**src/rtl/sobel_window_buffer.sv**
```systemverilog
// sobel_window_buffer: raster pixel stream to 3x3 neighbourhoods for Sobel.
// Two shift-register line buffers; optional zero-padded borders with flush.
module sobel_window_buffer #(
    parameter int DATA_W   = 8,
    parameter int IMG_W    = 6,
    parameter int IMG_H    = 5,
    parameter int PAD_MODE = 0
) (
    input  logic              clk,
    input  logic              rst,
    input  logic [DATA_W-1:0] grayscale_i,
    input  logic              done_i,
    output logic              ready_o,
    output logic [DATA_W-1:0] d0_o,
    output logic [DATA_W-1:0] d1_o,
    output logic [DATA_W-1:0] d2_o,
    output logic [DATA_W-1:0] d3_o,
    output logic [DATA_W-1:0] d4_o,
    output logic [DATA_W-1:0] d5_o,
    output logic [DATA_W-1:0] d6_o,
    output logic [DATA_W-1:0] d7_o,
    output logic [DATA_W-1:0] d8_o,
    output logic              done_o,
    output logic              sof_o,
    output logic              eof_o
);

    localparam int   CW  = $clog2(IMG_W);
    localparam int   RW  = $clog2(IMG_H + 2);
    localparam logic PAD = (PAD_MODE != 0);

    typedef enum logic {
        S_RUN   = 1'b0,
        S_FLUSH = 1'b1
    } state_t;

    state_t            r_state;
    state_t            w_state_n;
    logic [CW-1:0]     r_col;
    logic [CW-1:0]     w_col_n;
    logic [CW-1:0]     w_c;
    logic [RW-1:0]     r_row;
    logic [RW-1:0]     w_row_n;
    logic [RW-1:0]     w_r;
    logic [DATA_W-1:0] r_lb0 [IMG_W];
    logic [DATA_W-1:0] r_lb1 [IMG_W];
    logic [DATA_W-1:0] r_t1, r_t2;
    logic [DATA_W-1:0] r_m1, r_m2;
    logic [DATA_W-1:0] r_b1, r_b2;
    logic [DATA_W-1:0] w_pix;
    logic [DATA_W-1:0] w_lb0o;
    logic [DATA_W-1:0] w_lb1o;
    logic [DATA_W-1:0] w_win [9];
    logic              w_adv;
    logic              w_last_px;
    logic              w_last_fl;
    logic              w_trig;
    logic              w_sof;
    logic              w_eof;
    logic              w_mt, w_mb, w_ml, w_mr;

    assign ready_o = (r_state == S_RUN);

    // Counters keep running through the flush rows (IMG_H, IMG_H+1)
    always_comb begin
        w_state_n = r_state;
        w_col_n   = r_col;
        w_row_n   = r_row;
        w_adv     = 1'b0;
        w_pix     = grayscale_i;
        w_last_px = (r_row == RW'(IMG_H - 1))
                 && (r_col == CW'(IMG_W - 1));
        w_last_fl = (r_row == RW'(IMG_H + 1))
                 && (r_col == '0);
        unique case (r_state)
            S_RUN:   w_adv = done_i;
            S_FLUSH: begin
                w_adv = 1'b1;
                w_pix = '0;
            end
        endcase
        if (w_adv) begin
            if (r_col == CW'(IMG_W - 1)) begin
                w_col_n = '0;
                w_row_n = r_row + RW'(1);
            end else begin
                w_col_n = r_col + CW'(1);
            end
            if (r_state == S_RUN && w_last_px) begin
                if (PAD) w_state_n = S_FLUSH;
                else     w_row_n   = '0;
            end
            if (r_state == S_FLUSH && w_last_fl) begin
                w_state_n = S_RUN;
                w_col_n   = '0;
                w_row_n   = '0;
            end
        end
    end

    always_ff @(posedge clk or negedge rst) begin
        if (!rst) begin
            r_state <= S_RUN;
            r_col   <= '0;
            r_row   <= '0;
        end else begin
            r_state <= w_state_n;
            r_col   <= w_col_n;
            r_row   <= w_row_n;
        end
    end

    // Window centre lags the incoming pixel by one line plus one pixel
    always_comb begin
        w_lb0o = r_lb0[IMG_W-1];
        w_lb1o = r_lb1[IMG_W-1];
        if (r_col == '0) begin
            w_c = CW'(IMG_W - 1);
            w_r = r_row - RW'(2);
        end else begin
            w_c = r_col - CW'(1);
            w_r = r_row - RW'(1);
        end
        if (PAD) begin
            w_trig = w_adv && ((r_row >= RW'(2))
                  || (r_row == RW'(1) && r_col != '0));
            w_sof  = (w_r == '0) && (w_c == '0);
            w_eof  = (w_r == RW'(IMG_H - 1))
                  && (w_c == CW'(IMG_W - 1));
        end else begin
            w_trig = w_adv && (r_row >= RW'(2))
                  && (r_col >= CW'(2));
            w_sof  = (w_r == RW'(1)) && (w_c == CW'(1));
            w_eof  = (w_r == RW'(IMG_H - 2))
                  && (w_c == CW'(IMG_W - 2));
        end
        w_mt = PAD && (w_r == '0);
        w_mb = PAD && (w_r == RW'(IMG_H - 1));
        w_ml = PAD && (w_c == '0);
        w_mr = PAD && (w_c == CW'(IMG_W - 1));
        w_win[0] = (w_mt || w_ml) ? '0 : r_t1;
        w_win[1] = w_mt ? '0 : r_t2;
        w_win[2] = (w_mt || w_mr) ? '0 : w_lb1o;
        w_win[3] = w_ml ? '0 : r_m1;
        w_win[4] = r_m2;
        w_win[5] = w_mr ? '0 : w_lb0o;
        w_win[6] = (w_mb || w_ml) ? '0 : r_b1;
        w_win[7] = w_mb ? '0 : r_b2;
        w_win[8] = (w_mb || w_mr) ? '0 : w_pix;
    end

    always_ff @(posedge clk or negedge rst) begin
        if (!rst) begin
            for (int i = 0; i < IMG_W; i++) begin
                r_lb0[i] <= '0;
                r_lb1[i] <= '0;
            end
            r_t1 <= '0;
            r_t2 <= '0;
            r_m1 <= '0;
            r_m2 <= '0;
            r_b1 <= '0;
            r_b2 <= '0;
        end else if (w_adv) begin
            for (int i = IMG_W - 1; i > 0; i--) begin
                r_lb0[i] <= r_lb0[i-1];
                r_lb1[i] <= r_lb1[i-1];
            end
            r_lb0[0] <= w_pix;
            r_lb1[0] <= w_lb0o;
            r_t1     <= r_t2;
            r_t2     <= w_lb1o;
            r_m1     <= r_m2;
            r_m2     <= w_lb0o;
            r_b1     <= r_b2;
            r_b2     <= w_pix;
        end
    end

    always_ff @(posedge clk or negedge rst) begin
        if (!rst) begin
            done_o <= 1'b0;
            sof_o  <= 1'b0;
            eof_o  <= 1'b0;
            d0_o   <= '0;
            d1_o   <= '0;
            d2_o   <= '0;
            d3_o   <= '0;
            d4_o   <= '0;
            d5_o   <= '0;
            d6_o   <= '0;
            d7_o   <= '0;
            d8_o   <= '0;
        end else begin
            done_o <= w_trig;
            sof_o  <= w_trig && w_sof;
            eof_o  <= w_trig && w_eof;
            if (w_trig) begin
                d0_o <= w_win[0];
                d1_o <= w_win[1];
                d2_o <= w_win[2];
                d3_o <= w_win[3];
                d4_o <= w_win[4];
                d5_o <= w_win[5];
                d6_o <= w_win[6];
                d7_o <= w_win[7];
                d8_o <= w_win[8];
            end
        end
    end

endmodule
```
**config.mk**
```make
export PLATFORM = sky130hd
export DESIGN_NAME = sobel_window_buffer
export DESIGN_NICKNAME = d
export VERILOG_FILES = /design/src/rtl/sobel_window_buffer.sv
export SDC_FILE = /design/constraint.sdc
export NUM_CORES = 1
export LEC_CHECK = 0
export ABC_AREA = 1
export BUFFER_PORTS_ARGS = -buffer_cell sky130_fd_sc_hd__buf_2
export CAP_MARGIN = 20
export CELL_PAD_IN_SITES_DETAIL_PLACEMENT = 2
export CELL_PAD_IN_SITES_GLOBAL_PLACEMENT = 2
export CORE_MARGIN = 2
export CORE_UTILIZATION = 40
export CTS_CLUSTER_SIZE = 20
export DETAILED_ROUTE_END_ITERATION = 8
export PLACE_DENSITY_LB_ADDON = 0.1
export SLEW_MARGIN = 20
export SYNTH_ARGS = -nofsm -noshare
export SYNTH_HDL_FRONTEND = slang
export SYNTH_SLANG_ARGS = --single-unit
```
**constraint.sdc**
```tcl
create_clock -name clk -period 2.6 [get_ports clk]
set_input_delay 0.39 -clock clk [delete_from_list [all_inputs] [get_ports clk]]
set_output_delay 0.39 -clock clk [all_outputs]
set_load 0.03 [all_outputs]
```
==> reports/results.txt, run 1 <==
status: complete, but fails checks
failing checks: hold timing
Area Growth Syn to Fin: 16.02%
met3 usage: 0.03679
CTS tree: yes
Yosys top cell area share: 0.6362
layout cell share with drive strength beyond 1: 0.2135
final layout net count: 861
switching part of the total: 0.3941
clock-pin slew on the worst setup and hold paths: 0.07 ns
setup bufs post-CTS: 0
Pre-Repair DR Iteration Count: 4
final setup fails: 0
Net Count, Synth: 788
Leak: 4.496 nW
Synth area leaders: dfrtp_1 64%, nand2_1 14%, o21ai_0 6.2%
Num CTS Buffers: 17
# hold bufs at CTS: 0
Seq pwr share: 0.407
setup TNS: 0 ns
Starting Density: 0.4072
most common cell in the netlist: nand2_1
top flop regs: r_lb0: 24 flops, r_lb1: 24 flops
H-tree levels: 4
CTS sink count: 193
Max Cap Viol: 0
DR WL/cell: 16.47 microns
Comb power frac: 0.327
grt peak-use layer: met2
Via Count: 5333
Fmax achieved: 0.5384 GHz
DRT antenna net count: 0
Diodes inserted: 0
Max Root-Sink Buffers: 2
DP HPWL: 11.46 mm
filler cell count: 1978
largest net degree at the start of global routing: 165
count of final hold-check violations: 8
prevailing post-synth register cell: dfrtp_1
first-pass GRT wire length: 30.73 mm
Worst Path Arrival: 2.21 ns
Die Span Y: 141.8 microns
Crit Path Max Fanout: 56
grt total ovfl: 0
Slew Limit Fails: 0
CTS root buf: clkbuf_16
Worst Tran Pin Value: 0.6774 ns
vias in the first global route: 6050
synthesized area per cell: 9.846 sq um
post-synth design cell area: 0.007591 sq mm
Final Wtd Congestion: 0.7285
WP data required: 2.95 ns
P_sw: 0.004106 W
Core Box Area: 0.01864 sq mm
Die ar.: 0.02010 sq mm
clock skew: 0.01267 ns
Max-slew headroom: 0.5484
Internal: 0.006312 W
Power Dens Cells: 1183 mW/mm^2
Synth area leader: dfrtp_1
crit end category: flop
Clk pwr share: 0.266
Clock Latency Late Sink: 0.44 ns
final WL: 17.97 mm
Syn Inst Count: 771
Tot GR Track Use: 0.1937
DRC viols: 0
Synth top cells by count: 282 x nand2_1, 193 x dfrtp_1, 94 x o21ai_0
chip width: 141.8 microns
Unique masters post-synth: 23
min cycle time layout: 1.858 ns
Via density: 4.888
Post-synth ARST share: 1.000
EDFF count, synth: 0
antenna violations before repair: 0
RSZ-0062 raised after global routing: no
sequential area share after synthesis: 0.6362
synthesized flop and latch total: 193
CTS resizes: 0
Port Buffers: 85
Syn. warnings: 0
HP Class: in -> async
GR Layer Usage met1: 0.2264
num rows: 50
non-filler cells, final: 1091
VDD IR max: 0.5013 mV
critical path class: reg -> reg
M2 GR Usage: 0.3625
dpl cells: 1059
IO Pins: 87
initial drt markers: 213
crit path launch type: flop
WHS: -0.02065 ns
period utilization: 0.7144
[power by group through the flow]
| stage | registers [W] | clock network, W | logic, W |
|---|---|---|---|
| 2_1_floorplan | 0.00518 | 0 | 0.00156 |
| 3_3_place_gp | 0.00426 | 0 | 0.00328 |
| 3_5_place_dp | 0.00430 | 0 | 0.00346 |
| 4_1_cts | 0.00426 | 0.00286 | 0.00350 |
| 5_1_grt | 0.00435 | 0.00296 | 0.00378 |
| 6_report | 0.00424 | 0.00277 | 0.00340 |
[layer usage]
metal | routed length (microns) | up-vias
met5 | 0 | -
met4 | 224 | 0
met3 | 388 | 19
met2 | 10050 | 58
met1 | 7307 | 2724
li1 | - | 2532
[logic make-up (layout without fill, tap and decap cells)]
kind of cell / after synthesis / after routing / share of synthesized area
and+or+nand+nor: 299 / 299 / 0.1495
xor gates and xnor gates: 2 / 2 / 0.002308
DFF: 193 / 193 / 0.6362
AOI/OAI and AO/OA: 151 / 151 / 0.1256
buffers and inverters: 119 / 205 / 0.07599
adders and majority gates: 6 / 6 / 0.009889
other: 1 / 1 / 0.0004940
[placed cells by master, fill, tap and decap left out, types with 5 or more instances in the layout]
cell type	instances
buf_2	83
ha_1	6
buf_12	5
dfrtp_1	193
inv_1	75
nand2_1	282
buf_4	6
o21ai_2	52
nor2_1	13
clkbuf_16	17
o21ai_0	94
[stage by stage]
step,instance area [sq um],total power (W),worst slack (ns),util
after global routing,8807,0.01108,0.5721,0.4724
after CTS,8807,0.01062,0.7005,0.4724
after detailed placement,8188,0.007765,0.7113,0.4392
after floorplan,7591,0.006744,1.257,-
final,8807,0.01042,0.7425,0.4724
after global placement,8188,0.007539,0.8176,0.4392
[critical path, stage by stage, from the launching register on]
cell	delay, ns
dfrtp_1	0.41
inv_1	0.12
ha_1	0.21
nand2_1	0.07
nand2_1	0.12
nand2_8	0.35
buf_4	0.28
nand2_1	0.09
o21ai_1	0.09
[final timing paths]
| kind | start | end | slack [ns] | cells past startpoint |
|---|---|---|---|---|
| setup / recovery | r_row[0] | d6_o[7] | 0.74 | 8 |
| hold / removal | rst | r_row[1] | -0.02 | 1 |
| setup reg to reg | r_row[0] | d6_o[7] | 0.74 | 8 |
| hold reg to reg | r_lb0[21] | r_lb0[21] | 0.48 | 2 |
| max in group asynchronous | rst | r_lb1[23] | 1.92 | 2 |
| min in group clk | grayscale_i[6] | d8_o[6] | 0.17 | 3 |
[cell type report]
class / instances / area [sq um] / share of cell area
Timing Repair Buffer: 95 / 574.3 / 0.06521
Clock inverter: 13 / 176.4 / 0.02003
Multi-Input combinational cell: 459 / 2198 / 0.2496
Sequential cell: 193 / 4830 / 0.5484
Tap cell: 234 / 292.8 / 0.03324
Clock buffer: 19 / 442.9 / 0.05029
Inverter: 78 / 292.8 / 0.03324
(Power assumes the default switching activity.)
==> run 2: changes to the inputs <==
--- a/config.mk
+++ b/config.mk
@@ -11,7 +11,7 @@
 export CELL_PAD_IN_SITES_DETAIL_PLACEMENT = 2
 export CELL_PAD_IN_SITES_GLOBAL_PLACEMENT = 2
 export CORE_MARGIN = 2
-export CORE_UTILIZATION = 40
+export CORE_UTILIZATION = 33
 export CTS_CLUSTER_SIZE = 20
 export DETAILED_ROUTE_END_ITERATION = 8
 export PLACE_DENSITY_LB_ADDON = 0.1
==> constraint.sdc (replaced) <==
create_clock -name clk -period 1.6 [get_ports clk]
set_input_delay 0.24 -clock clk [delete_from_list [all_inputs] [get_ports clk]]
set_output_delay 0.24 -clock clk [all_outputs]
set_load 0.03 [all_outputs]
==> reports/results.txt, run 2 (synthesized netlist as in run 1, its figures left out) <==
VDD IR max: 0.6929 mV
top flop regs: r_lb0: 24 flops, r_lb1: 24 flops
DRC viols: 0
Fmax achieved: 0.6689 GHz
Worst Path Arrival: 1.85 ns
initial drt markers: 259
H-tree levels: 4
CTS sink count: 193
CTS tree: yes
Hold Path Stages: 3
count of final hold-check violations: 0
Power Dens Cells: 1897 mW/mm^2
Pre-Repair DR Iteration Count: 4
Core Box Area: 0.02264 sq mm
clock skew: 0.01153 ns
Starting Density: 0.3353
Critical Path Source: r_row[1]
crit path launch type: flop
HP Class: in -> reg
num rows: 55
WP data required: 1.95 ns
Via density: 4.666
layout cell share with drive strength beyond 1: 0.2248
Max Cap Viol: 0
status: complete, no violations
Area Growth Syn to Fin: 18.71%
Reg2Reg Depth: 7
antenna violations before repair: 0
P_sw: 0.006634 W
chip width: 155.7 microns
Max Root-Sink Buffers: 2
Tot GR Track Use: 0.1572
final layout net count: 876
capturing point of the worst reg2reg path: d6_o[2]
setup TNS: 0 ns
Slew Limit Fails: 0
Diodes inserted: 0
Reg2Reg Setup Slack: 0.10 ns
critical path class: reg -> reg
min cycle time layout: 1.495 ns
crit path capture: d6_o[2]
Clk pwr share: 0.259
DP HPWL: 11.51 mm
placed cell areas: 0.008364 sq mm
Via Count: 5399
vias in the first global route: 5971
dpl cells: 1120
filler cell count: 2457
Port Buffers: 85
final setup fails: 0
Comb power frac: 0.339
grt total ovfl: 0
Leak: 4.578 nW
r2r startpoint: r_row[1]
Die Span Y: 155.7 microns
switching part of the total: 0.3881
most common cell after layout, fill and taps aside: nand2_1
crit end category: flop
Final Wtd Congestion: 0.7144
Crit Path Max Fanout: 31
Seq pwr share: 0.402
clock-pin slew on the worst setup and hold paths: 0.07 ns
Worst Tran Pin Value: 0.6907 ns
first-pass GRT wire length: 30.39 mm
Internal: 0.01046 W
period utilization: 0.9344
Die ar.: 0.02423 sq mm
Final Cell Area: 0.009011 sq mm
DRT antenna net count: 0
IO Pins: 87
DR WL/cell: 15.18 microns
most frequent cells in the layout: 281 x nand2_1, 193 x dfrtp_1, 92 x o21ai_0
Clock Latency Late Sink: 0.44 ns
Max-slew headroom: 0.5395
CTS root buf: clkbuf_16
largest net degree at the start of global routing: 165
final WL: 17.57 mm
Num CTS Buffers: 17
WHS: 0.02324 ns
non-filler cells, final: 1157
-- run 2: cell count changes in the layout (fill, tap and decap cells not counted), moves of 2 or more --
| cell | before | now |
|---|---|---|
| buf_12 | 5 | 8 |
| o21ai_1 | 2 | 4 |
| clkbuf_1 | 1 | 3 |
| o21ai_0 | 94 | 92 |
| buf_4 | 6 | 17 |
| clkinv_2 | 0 | 2 |
| clkinvlp_4 | 3 | 1 |
-- run 2: routing by layer --
metal	share of wire	up-vias	routed length [microns]	track usage
li1	-	2568	-	-
met1	0.45	2760	7871	0.2011
met2	0.52	56	9141	0.2716
met3	0.022	15	392	0.03472
met4	0.0092	0	162	0.03932
met5	0	-	0	0
-- run 2: critical path: stages (launching register included) --
cell     delay [ns]
dfrtp_1        0.40
inv_1          0.14
ha_1           0.18
nand2_2        0.09
nand2_8        0.18
buf_12         0.23
nand2_1        0.11
o21ai_2        0.07
-- run 2: worst min path at each step --
stage,start,endpoint
CTS,grayscale_i[4],d8_o[4]
global route,grayscale_i[4],d8_o[4]
finish,grayscale_i[4],d8_o[4]
floorplan,rst,d0_o[0]
global placement,rst,eof_o
detailed placement,rst,eof_o
-- run 2: stage by stage --
stage               setup WS, ns    util  power [W]
CTS                      0.04426  0.3966    0.01734
finish                    0.1049  0.3980    0.01709
detailed placement   -0.00004041  0.3694    0.01279
global route            -0.01202  0.3980    0.01826
global placement         0.09708  0.3694    0.01250
floorplan                 0.2569       -    0.01096
-- run 2: cell type report --
cell class / count / area, sq um / share of cell area
Clock buffer: 21 / 450.4 / 0.04999
Inverter: 78 / 295.3 / 0.03277
Tap cell: 285 / 356.6 / 0.03957
Multi-Input combinational cell: 459 / 2201 / 0.2442
Timing Repair Buffer: 110 / 726.9 / 0.08067
Clock inverter: 11 / 151.4 / 0.01680
Sequential cell: 193 / 4830 / 0.5360
-- run 2: timing repair --
item	4_1_cts	5_1_grt
gates resized for setup	2	2
setup buffers	0	4
endpoints found under the setup margin	6	17
endpoints found under the hold margin	43	0
hold buffers	1	0
-- run 2: power by group through the flow --
stage	Sequential [W]	Combinational, W	Clock (W)
after CTS	0.00691	0.00585	0.00457
after detailed placement	0.00698	0.00581	0
after global routing	0.00707	0.00642	0.00478
final	0.00687	0.00579	0.00443
after global placement	0.00692	0.00558	0
after floorplan	0.00842	0.00254	0
